## src/rtl/mem_port_arbiter.sv

```systemverilog
// rtl/mem_port_arbiter.sv - single-port memory arbiter for IF/MEM requesters with stall and watchdog
module mem_port_arbiter #(
    parameter int AW  = 32,
    parameter int DW  = 32,
    parameter int TMO = 255
) (
    input  logic          clk_i,
    input  logic          rst_i,
    input  logic          i_req_i,
    input  logic [AW-1:0] i_addr_i,
    output logic [DW-1:0] i_rdata_o,
    input  logic          d_req_i,
    input  logic          d_we_i,
    input  logic [AW-1:0] d_addr_i,
    input  logic [DW-1:0] d_wdata_i,
    output logic [DW-1:0] d_rdata_o,
    output logic          mem_stall_o,
    output logic          err_o,
    output logic          mem_req_o,
    output logic          mem_we_o,
    output logic [AW-1:0] mem_addr_o,
    output logic [DW-1:0] mem_wdata_o,
    input  logic          mem_ack_i,
    input  logic [DW-1:0] mem_rdata_i
);

    typedef enum logic [1:0] {IDLE, I_WAIT, D_WAIT} state_t;

    localparam logic [15:0] TMO_LAST = 16'(TMO - 1);

    state_t        state_q, state_d;
    logic          i_done_q, i_done_d;
    logic          d_done_q, d_done_d;
    logic [15:0]   wcnt_q, wcnt_d;
    logic          err_q, err_d;
    logic          req_q, req_d;
    logic          we_q, we_d;
    logic [AW-1:0] addr_q, addr_d;
    logic [DW-1:0] wdata_q, wdata_d;
    logic [DW-1:0] i_rdata_q, i_rdata_d;
    logic [DW-1:0] d_rdata_q, d_rdata_d;

    assign mem_stall_o = (i_req_i & ~i_done_q) | (d_req_i & ~d_done_q);
    assign err_o       = err_q;
    assign mem_req_o   = req_q;
    assign mem_we_o    = we_q;
    assign mem_addr_o  = addr_q;
    assign mem_wdata_o = wdata_q;
    assign i_rdata_o   = i_rdata_q;
    assign d_rdata_o   = d_rdata_q;

    always_comb begin
        state_d   = state_q;
        i_done_d  = i_done_q;
        d_done_d  = d_done_q;
        wcnt_d    = wcnt_q;
        err_d     = err_q;
        req_d     = req_q;
        we_d      = we_q;
        addr_d    = addr_q;
        wdata_d   = wdata_q;
        i_rdata_d = i_rdata_q;
        d_rdata_d = d_rdata_q;

        // Pipeline advances on this edge: both requesters consume their results.
        if (!mem_stall_o) begin
            i_done_d = 1'b0;
            d_done_d = 1'b0;
        end

        case (state_q)
            IDLE: begin
                if (d_req_i && !d_done_q) begin
                    req_d   = 1'b1;
                    we_d    = d_we_i;
                    addr_d  = d_addr_i;
                    wdata_d = d_wdata_i;
                    wcnt_d  = 16'd0;
                    state_d = D_WAIT;
                end else if (i_req_i && !i_done_q) begin
                    req_d   = 1'b1;
                    we_d    = 1'b0;
                    addr_d  = i_addr_i;
                    wcnt_d  = 16'd0;
                    state_d = I_WAIT;
                end
            end
            I_WAIT, D_WAIT: begin
                if (mem_ack_i) begin
                    if (state_q == I_WAIT) begin
                        i_rdata_d = mem_rdata_i;
                        i_done_d  = 1'b1;
                    end else begin
                        if (!we_q) begin
                            d_rdata_d = mem_rdata_i;
                        end
                        d_done_d = 1'b1;
                    end
                    req_d   = 1'b0;
                    we_d    = 1'b0;
                    state_d = IDLE;
                end else if (wcnt_q == TMO_LAST) begin
                    // Watchdog abort: report zero data so the pipeline can move on.
                    err_d = 1'b1;
                    if (state_q == I_WAIT) begin
                        i_rdata_d = '0;
                        i_done_d  = 1'b1;
                    end else begin
                        d_rdata_d = '0;
                        d_done_d  = 1'b1;
                    end
                    req_d   = 1'b0;
                    we_d    = 1'b0;
                    state_d = IDLE;
                end else begin
                    wcnt_d = wcnt_q + 16'd1;
                end
            end
            default: state_d = IDLE;
        endcase
    end

    always_ff @(posedge clk_i) begin
        if (rst_i) begin
            state_q   <= IDLE;
            i_done_q  <= 1'b0;
            d_done_q  <= 1'b0;
            wcnt_q    <= 16'd0;
            err_q     <= 1'b0;
            req_q     <= 1'b0;
            we_q      <= 1'b0;
            addr_q    <= '0;
            wdata_q   <= '0;
            i_rdata_q <= '0;
            d_rdata_q <= '0;
        end else begin
            state_q   <= state_d;
            i_done_q  <= i_done_d;
            d_done_q  <= d_done_d;
            wcnt_q    <= wcnt_d;
            err_q     <= err_d;
            req_q     <= req_d;
            we_q      <= we_d;
            addr_q    <= addr_d;
            wdata_q   <= wdata_d;
            i_rdata_q <= i_rdata_d;
            d_rdata_q <= d_rdata_d;
        end
    end

endmodule

```

## config.mk

```make
export PLATFORM = sky130hd
export DESIGN_NAME = mem_port_arbiter
export DESIGN_NICKNAME = d
export VERILOG_FILES = /design/src/rtl/mem_port_arbiter.sv
export SDC_FILE = /design/constraint.sdc
export NUM_CORES = 1
export LEC_CHECK = 0
export CORE_UTILIZATION = 42
export CTS_CLUSTER_SIZE = 10
export DETAILED_ROUTE_END_ITERATION = 10
export PLACE_DENSITY = 0.81
export SETUP_SLACK_MARGIN = 0.3
export SLEW_MARGIN = 30
export SYNTH_ARGS = -nofsm -noshare
export SYNTH_HDL_FRONTEND = slang
export SYNTH_SLANG_ARGS = --single-unit
```

## constraint.sdc

```tcl
create_clock -name clk_i -period 2.39 [get_ports clk_i]
set_input_delay 0.478 -clock clk_i [delete_from_list [all_inputs] [get_ports clk_i]]
set_output_delay 0.478 -clock clk_i [all_outputs]
set_load 0.01 [all_outputs]
```

* Word level (Yosys, flattened, before mapping) *
Index checks and enable logic that the tools add are counted.

storage, ports and cells
  register bits = 151
  bits in latches = 0
  memory bits (writable) = 0
  bits in read-only memories = 0
  input bits = 134
  output and inout port bits = 132
  word-level logic and storage cells = 83
  memories kept = 0

operators by class
  add/sub/neg operators = 1
  multiply operators = 0
  div/mod/pow operators = 0
  $lt $le $gt $ge = 0
  equality and inequality tests = 8
  shift-type cells = 0
  mux-type cells = 39
  bitwise operators = 7
  reduce and logical (&&, ||, !) cells = 17

operators by type and width
  operator                 number
  $mux W32                 11
  $mux W16                 4
  $pmux W16 S2             1
  $add A16 B1 Y16 const B  1
  $eq A16 B8 Y1 const B    1
  $mux W1                  16
  $reduce_and A3 Y1        3
  $mux W2                  4
  $reduce_and A4 Y1        2
  $ne A2 B2 Y1 const B     3
  $ne A3 B3 Y1 const B     2
  $reduce_and A2 Y1        3
  $reduce_bool A2 Y1       3
  $not A1 Y1               4
  $pmux W1 S2              2
  $pmux W2 S2              1
  $and A1 B1 Y1            2
  $eq A2 B1 Y1 const B     1
  $eq A2 B2 Y1 const B     1
  $logic_and A1 B1 Y1      2
  $logic_not A1 Y1         2
  $logic_not A2 Y1         1
  $reduce_or A2 Y1         1
  $or A1 B1 Y1             1

* Longest topological paths before layout *
Gate-level depths: netlist of run 1.

  depth in word-level cells = 8
  depth in mapped cells = 9
  mapped depth without buffers = 7

* Worst setup path before layout of run 1 *
OpenSTA, ideal clock, no wires.

  path kind = register to register
  start point = register state_q[0]
  end point = register wcnt_q[15]
  library setup time = 70 ps
  arrival time = 1820 ps
  required time = 2320 ps
  setup slack = 500 ps
  cell stages (with the launch flop) = 9
  path buffers = 1
  period minus slack after synthesis = 1890 ps
  cell sequence = dfxtp_1 inv_1 ha_1 buf_2 nor2_1 a311oi_4 o211ai_4 or3_1 a21oi_1

between the ends
  word-level cells in the longest chain between the ends = 4
  elaborated cells on any way between the ends = 10
  classes of those cells = eq/ne (5); mux (1); reduce/logical (4)

RTL lines
  element                                                              RTL line  RTL
  start, declared                                                      31        state_t state_q, state_d;
  start signal, assigned                                               137       state_q <= state_d;
  $eq A2 B1 Y1 or $eq A2 B2 Y1 (tied branches)                         71        case (state_q)
  $reduce_or A2 Y1                                                     71
  $ne A2 B2 Y1 (no source line) or $reduce_bool A2 Y1 (tied branches)  -
  $reduce_and A4 Y1 (no source line)                                   -
  end signal, assigned                                                 140       wcnt_q <= wcnt_d;
  end, declared                                                        34        logic [15:0] wcnt_q, wcnt_d;

Parallel ways exist; a longest one is shown, timed or not.
A chain may end at the register's enable or synchronous reset.

* Worst setup path in the final report of run 1 *
  start point = register state_q[0]
  end point = register wcnt_q[4]

The elaborated chain is that of the path after synthesis.

==> key figures, run 1 <==
Logic synthesis
  • Synthesized Nets: between 800 and 900
  • Synth warn: 0
  • EDFF count, synth: 0
  • Mapped Cells: 756
  • Synth Area per Inst: about 8.0 um^2
  • Register bit total from synthesis: 151
  • Synth top area share: 0.500
  • Post-synth cell types: 46
  • Synth Flop Type: dfxtp_1
  • Post-synth top area cell: dfxtp_1
  • Share of flip-flops with an asynchronous set or reset: 0
  • Post-synthesis sequential area ratio: 0.500
  • Netlist Area Pre-Place: 6040 um^2
  • Top cells by area, synth: dfxtp_1 (50%), nand2_1 (13%), a21oi_1 (9.2%), a311oi_1 (4.6%), o21ai_0 (3.9%)

Setup path
  • Crit path max fanout: 7
  • Setup crit end kind: flip-flop
  • Crit start category: flip-flop
  • Setup slack, reg-to-reg: 360 ps
  • Setup CP Type: flip-flop to flip-flop
  • Data arrival, critical path: ~2400 ps
  • Reg2Reg Depth: 8
  • Critical Path RT: 2760 ps

Power
  • Seq pwr share: 0.392
  • Switching share of power: 0.287
  • Leakage power: 0.00338 uW
  • Power density over the cells: 773 nW/um^2
  • Comb pwr share: 0.246
  • Worst VDD drop: 0.573 mV
  • Clock Power Share: 0.362
  • Switching power: 2110 uW
  • Total power: 7340 uW
  • Internal power: approximately 5200 uW

Floorplanning
  • Die X: 122 um
  • Core area: ~14000 um^2
  • Die area: around 15000 um^2
  • IO Pins: 266
  • Row cnt: 43
  • Initial core utilization: 0.434
  • Vert. Die Dim: 122 um

Global route
  • Aggregate global routing overflow: 0
  • Maximum number of pins on one net before global-route repair: around 130
  • Initial antenna violation count: 0
  • Vias in the first global route: approximately 6000
  • First-pass GRT wire length: 29.9 mm
  • Total GRT Usage: 0.258

Timing
  • Crit path time final: 2030 ps
  • Setup TNS Final: 0 ps
  • Pins over their slew limit: 0
  • Period utilisation layout: 0.850
  • RSZ-0062 raised after global routing: yes
  • Count of final setup violators: 0
  • Slew margin rel.: 0.597
  • Clock Skew: 6.56 ps
  • Hold Fails Final Rpt: 0
  • Worst slew pin tran: 604 ps
  • Fmax: between 0.4 and 0.5 GHz
  • Final worst slack: 359 ps

Route
  • Via density per instance: 5.19
  • Vias: about 6200
  • Routed wire length: 19.1 mm
  • Wirelength per Cell: 16.0 um
  • Drc violations: 0
  • Detail Route Antenna Nets: 0
  • Detailed router's first-iteration violation count: 382
  • Pre-antenna DRT Iters: 5

Job
  • Max-Cap Viols: 0

Run status
  • Status: completed

CTS
  • Number of H-tree levels: 4
  • Clk buf depth: 2
  • Clock slew at reported path FFs: 60 ps
  • Clk sink count: ~150
  • Root buf cell: clkbuf_16
  • CTS tree: yes
  • Worst-skew pair later-pin latency: ~420 ps
  • Num CTS Buffers: 17

Cells and area
  • Final core occ: 0.682
  • Final nets: ~1100
  • Ant diodes: 0
  • Fin cells: 1194
  • Layout area overhead: 57.1%
  • Layout cells sized above 1: 0.0680

Worst hold path
  • Hold Path Depth: 2
  • Worst Hold Class: input pin to flip-flop

Placement
  • Dpl cells: 1161
  • Gpl congestion: a little under 0.8
  • Port Buffers: 265
  • Place WS: 80.2 ps
  • HPWL Detailed: 13.0 mm
## sequential cells by signal, summed over array words and instances (netlist names)
signal and flops:
d_rdata_o 32, i_rdata_o 32, mem_addr_o 32, mem_wdata_o 32
wcnt_q 16, state_q 2, d_done_q 1, err_o 1
i_done_q 1, mem_req_o 1, mem_we_o 1
## synthesized netlist by cell type (all sizes together), types with 5 or more instances
cell type,instances
a311oi,33
a21oi,112
or3,10
nand3,5
nor2,43
buf,17
nand2b,5
o21ai,78
nand2,207
clkbuf,45
inv,7
dfxtp,151
## per-stage QoR
step / hold WS [ps] / area (um^2)
floorplan: 459 / 6040
global placement: 441 / 8900
detailed placement: 446 / 8900
CTS: 344 / 9480
global route: 345 / 9500
finish: 355 / 9500
## worst max-delay path: stages, from the launching register on
cell and delay, ps:
dfxtp_1 330, inv_1 50, ha_1 400, o21ai_0 180
a31oi_2 310, buf_4 170, nand3_1 80, or4_1 390
nand2_1 70
## path summary, 6_finish.rpt
check	start	end
max	state_q[0]$_SDFFE_PP0P_	wcnt_q[4]$_SDFFE_PP0P_
min	rst_i	mem_addr_o[17]$_SDFFE_PP0P_
max reg2reg	state_q[0]$_SDFFE_PP0P_	wcnt_q[4]$_SDFFE_PP0P_
min reg2reg	mem_wdata_o[8]$_SDFFE_PP0P_	mem_wdata_o[8]$_SDFFE_PP0P_
## area by class of cell
type / count / area [um^2]
clock buffer: 21 / 460
clock inverter: 10 / 120
fill: 1088 / 4440
inverter: 7 / 26.3
multi-input combinational: 536 / 2750
sequential: 151 / 3020
tap: 180 / 225
timing repair buffer: 289 / 2890
## power by group through the flow
| stage | clock network, uW | logic [uW] | registers (uW) |
|---|---|---|---|
| floorplan | 0 | 731 | 3030 |
| global placement | 0 | 1780 | 2920 |
| detailed placement | 0 | 1800 | 2930 |
| CTS | 2690 | 1810 | 2880 |
| global route | 2800 | 1960 | 2900 |
| finish | 2650 | 1810 | 2880 |
## cell families after synthesis
family                   count (synthesis)  share of synthesized area
flip-flops                             151                      0.500
AND/OR/NAND/NOR                        287                      0.201
adder cells (fa/ha/maj)                  4                    0.00828
buffers and inverters                   69                     0.0478
XOR/XNOR                                 4                    0.00580
AO/OA/AOI/OAI                          241                      0.237
## layout by cell type, fill, tap and decap left out, drive strengths merged, types with 2 or more instances in the layout
cell / netlist / routed
clkinvlp: 0 / 2
nand4: 4 / 4
nand3: 5 / 5
nor2: 43 / 43
a21oi: 112 / 112
dfxtp: 151 / 151
and4: 3 / 3
clkbuf: 45 / 21
a311oi: 33 / 33
ha: 4 / 4
buf: 17 / 25
o2111ai: 3 / 3
a31oi: 3 / 3
o21ai: 78 / 78
inv: 7 / 10
clkinv: 0 / 3
bufinv: 0 / 2
xor2: 3 / 3
o211ai: 4 / 4
clkdlybuf4s50: 0 / 263
nand2: 207 / 207
and3: 3 / 3
nand2b: 5 / 5
or3: 10 / 10
o31ai: 2 / 2
or4: 2 / 2
## layer usage
metal  routed length, um  GRT usage
met3                1150     0.0819
met5                   0          0
met1                7670      0.298
met4                 445      0.101
met2                9830      0.441
## repair_timing
item | CTS | global route
hold buffers | 0 | 0
buffers inserted | 0 | 2
cloned | 0 | 0
hold endpoints to repair | 0 | 0
pin swaps | 0 | 1
gates resized for setup | 1 | 0
endpoints found under the setup margin | 1 | 5
Note: power is estimated with default switching activity, not from simulation.
==> run 2: changes to the inputs <==
--- a/config.mk
+++ b/config.mk
@@ -5,10 +5,10 @@
 export SDC_FILE = /design/constraint.sdc
 export NUM_CORES = 1
 export LEC_CHECK = 0
-export CORE_UTILIZATION = 42
+export CORE_UTILIZATION = 38
 export CTS_CLUSTER_SIZE = 10
 export DETAILED_ROUTE_END_ITERATION = 10
-export PLACE_DENSITY = 0.81
+export PLACE_DENSITY = 0.78
 export SETUP_SLACK_MARGIN = 0.3
 export SLEW_MARGIN = 30
 export SYNTH_ARGS = -nofsm -noshare
==> constraint.sdc (replaced) <==
create_clock -name clk_i -period 1.7 [get_ports clk_i]
set_input_delay 0.34 -clock clk_i [delete_from_list [all_inputs] [get_ports clk_i]]
set_output_delay 0.34 -clock clk_i [all_outputs]
set_load 0.01 [all_outputs]
==> key figures, run 2 (synthesis results as in run 1) <==
Run status
  • Status: finished with violations
  • Violated checks: negative setup slack

Route
  • Detail Route Antenna Nets: 0 (unchanged)
  • Wl on met1: 9.01 mm (+17%)
  • Wirelength per Cell: 19.3 um (+21%)
  • Detailed router's first-iteration violation count: 359 (-6.0%)
  • Pre-antenna DRT Iters: 5 (unchanged)
  • Routed wl met3: 1.86 mm (+61%)
  • Met2 wire len: 13.6 mm (+39%)
  • Via density per instance: 5.38 (+3.7%)
  • Vias: 7155 (+16%)
  • Highest routed metal layer: met4
  • Drc violations: 0 (unchanged)
  • Routed wire length: 25.7 mm (+34%)

Timing
  • Worst slew pin tran: 788 ps (+184 ps)
  • Pins over their slew limit: 0 (unchanged)
  • Crit path time final: 1860 ps (-166 ps)
  • Count of final setup violators: 78 (+78)
  • Setup TNS Final: -7650 ps (-7650 ps)
  • Final worst slack: -165 ps (-524 ps)
  • Period utilisation layout: 1.10 (+0.247)
  • Fmax: 0.536 GHz (+8.9%)
  • Hold Fails Final Rpt: 0 (unchanged)
  • Slew margin rel.: 0.474 (-0.123)
  • Clock Skew: 11.6 ps (+5.06 ps)
  • RSZ-0062 raised after global routing: yes

CTS
  • CTS tree: yes
  • Number of H-tree levels: 4 (unchanged)
  • Worst-skew pair later-pin latency: 430 ps (about the same)
  • Hold buffer count at CTS: 0 (unchanged)
  • Clk buf depth: 2 (unchanged)
  • Root buf cell: clkbuf_16
  • Num CTS Buffers: 17 (unchanged)
  • Clk sink count: 151 (unchanged)
  • Clock slew at reported path FFs: 60 ps (about the same)

Placement
  • HPWL Detailed: 13.7 mm (+5.2%)
  • Place WS: -339 ps (-419 ps)
  • Gpl congestion: 0.822 (+4.6%)
  • Port Buffers: 265 (unchanged)

Power
  • Clock Power Share: 0.326 (-0.036)
  • Seq pwr share: 0.336 (-0.056)
  • Internal power: 8340 uW (+59%)
  • Power density over the cells: 1050 nW/um^2 (+36%)
  • Switching share of power: 0.318 (+0.0304)
  • Comb pwr share: 0.337 (+0.091)
  • Switching power: 3880 uW (+84%)
  • Leakage power: 0.00458 uW (+35%)
  • Worst VDD drop: 0.792 mV (+38%)

Job
  • Max-Cap Viols: 0 (unchanged)

Global route
  • Vias in the first global route: 7082 (+17%)
  • Initial antenna violation count: 0 (unchanged)
  • Aggregate global routing overflow: 0 (unchanged)
  • Maximum number of pins on one net before global-route repair: 67 (-48%)
  • Total GRT Usage: 0.289 (+0.0306)
  • First-pass GRT wire length: 36.5 mm (+22%)

Worst hold path
  • Hold Startpoint: rst_i
  • Worst Hold Path EP: mem_req_o$_SDFFE_PP0P_
  • Hold Path Depth: 2 (unchanged)
  • Worst Hold Class: input pin to flip-flop

Floorplanning
  • Die X: 128 um (+5.0%)
  • Vert. Die Dim: 128 um (+5.0%)
  • Row cnt: 45 (+4.7%)
  • Initial core utilization: 0.393 (-0.0405)
  • IO Pins: 266 (unchanged)
  • Core area: 15400 um^2 (+10%)
  • Die area: 16400 um^2 (+10%)

Cells and area
  • Commonest cells after routing, fill and taps aside: nand2_1 (176), dfxtp_1 (137), clkdlybuf4s50_1 (130), a21oi_1 (83), buf_4 (64)
  • Final core occ: 0.754 (+0.0730)
  • Ant diodes: 0 (unchanged)
  • Commonest non-fill, non-tap cell in the layout: nand2_1
  • Layout area overhead: 91.9%
  • Final nets: 1244 (+9.1%)
  • Layout cells sized above 1: 0.337 (+0.269)

Setup path
  • Setup slack, reg-to-reg: -160 ps (-520 ps)
  • Crit start category: flip-flop
  • Crit. Startpoint: wcnt_q[10]$_SDFFE_PP0P_
  • RR Startpoint: wcnt_q[10]$_SDFFE_PP0P_
  • Critical Path RT: 1970 ps (-790 ps)
  • R2R Path End: d_rdata_o[11]$_SDFFE_PP0P_
  • Crit path max fanout: 23 (+16)
  • Data arrival, critical path: 2140 ps (-260 ps)
  • Reg2Reg Depth: 7 (-1)
  • Setup crit end kind: flip-flop
  • Setup CP Type: flip-flop to flip-flop
run 2: metal layers:
| metal | global-route usage | vias to the layer above |
|---|---|---|
| li1 | - | 3325 |
| met4 | 0.147 | 0 |
| met1 | 0.298 | 3380 |
| met3 | 0.0814 | 91 |
| met5 | 0 | - |
| met2 | 0.531 | 359 |
run 2: what timing repair did:
item	4_1_cts	5_1_grt
gates resized for setup	333	218
endpoints found under the setup margin	283	246
buffers inserted	36	11
pin swaps	68	67
cloned	17	2
run 2: how the worst max path moves through the flow:
stage	end	slack [ps]
2_1_floorplan	wcnt_q[7]$_SDFFE_PP0P_	-40
3_3_place_gp	wcnt_q[15]$_SDFFE_PP0P_	-320
3_5_place_dp	wcnt_q[13]$_SDFFE_PP0P_	-340
4_1_cts	wcnt_q[6]$_SDFFE_PP0P_	-90
5_1_grt	d_rdata_o[27]$_SDFFE_PP0P_	-240
6_report	d_rdata_o[11]$_SDFFE_PP0P_	-160
run 2: through the flow:
stage          power, uW  hold slack [ps]  area [um^2]  instances
5_1_grt            12700              147        11600       1330
3_5_place_dp        6840              446         9340       1232
4_1_cts            11700              123        11200       1317
3_3_place_gp        6800              441         9340       1232
6_report           12200              152        11600       1330
2_1_floorplan       5410              467         6220        756
run 2: area by class of cell:
cell class / instances / area [um^2]
well taps: 211 / 264
fillers: 1019 / 3770
repair buffers: 393 / 4100
clock buffers: 17 / 425
clock inverters: 15 / 195
inverters: 7 / 33.8
flip-flops and latches: 151 / 3040
multi-input cells: 536 / 3530
run 2: worst max-delay path, cell delays in order, from the launching register on:
cell and delay (ps):
dfxtp_2 340, nor4_4 310, nand4_1 200, buf_4 180, o31a_1 280, buf_12 180
o21ai_1 140, a21oi_1 90
run 2: power by group through the flow:
| stage | combinational (uW) | clock, uW | sequential, uW |
|---|---|---|---|
| detailed placement | 2720 | 0 | 4120 |
| global placement | 2690 | 0 | 4110 |
| floorplan | 1160 | 0 | 4260 |
| finish | 4120 | 3990 | 4110 |
| global route | 4340 | 4180 | 4140 |
| CTS | 3670 | 4020 | 4060 |
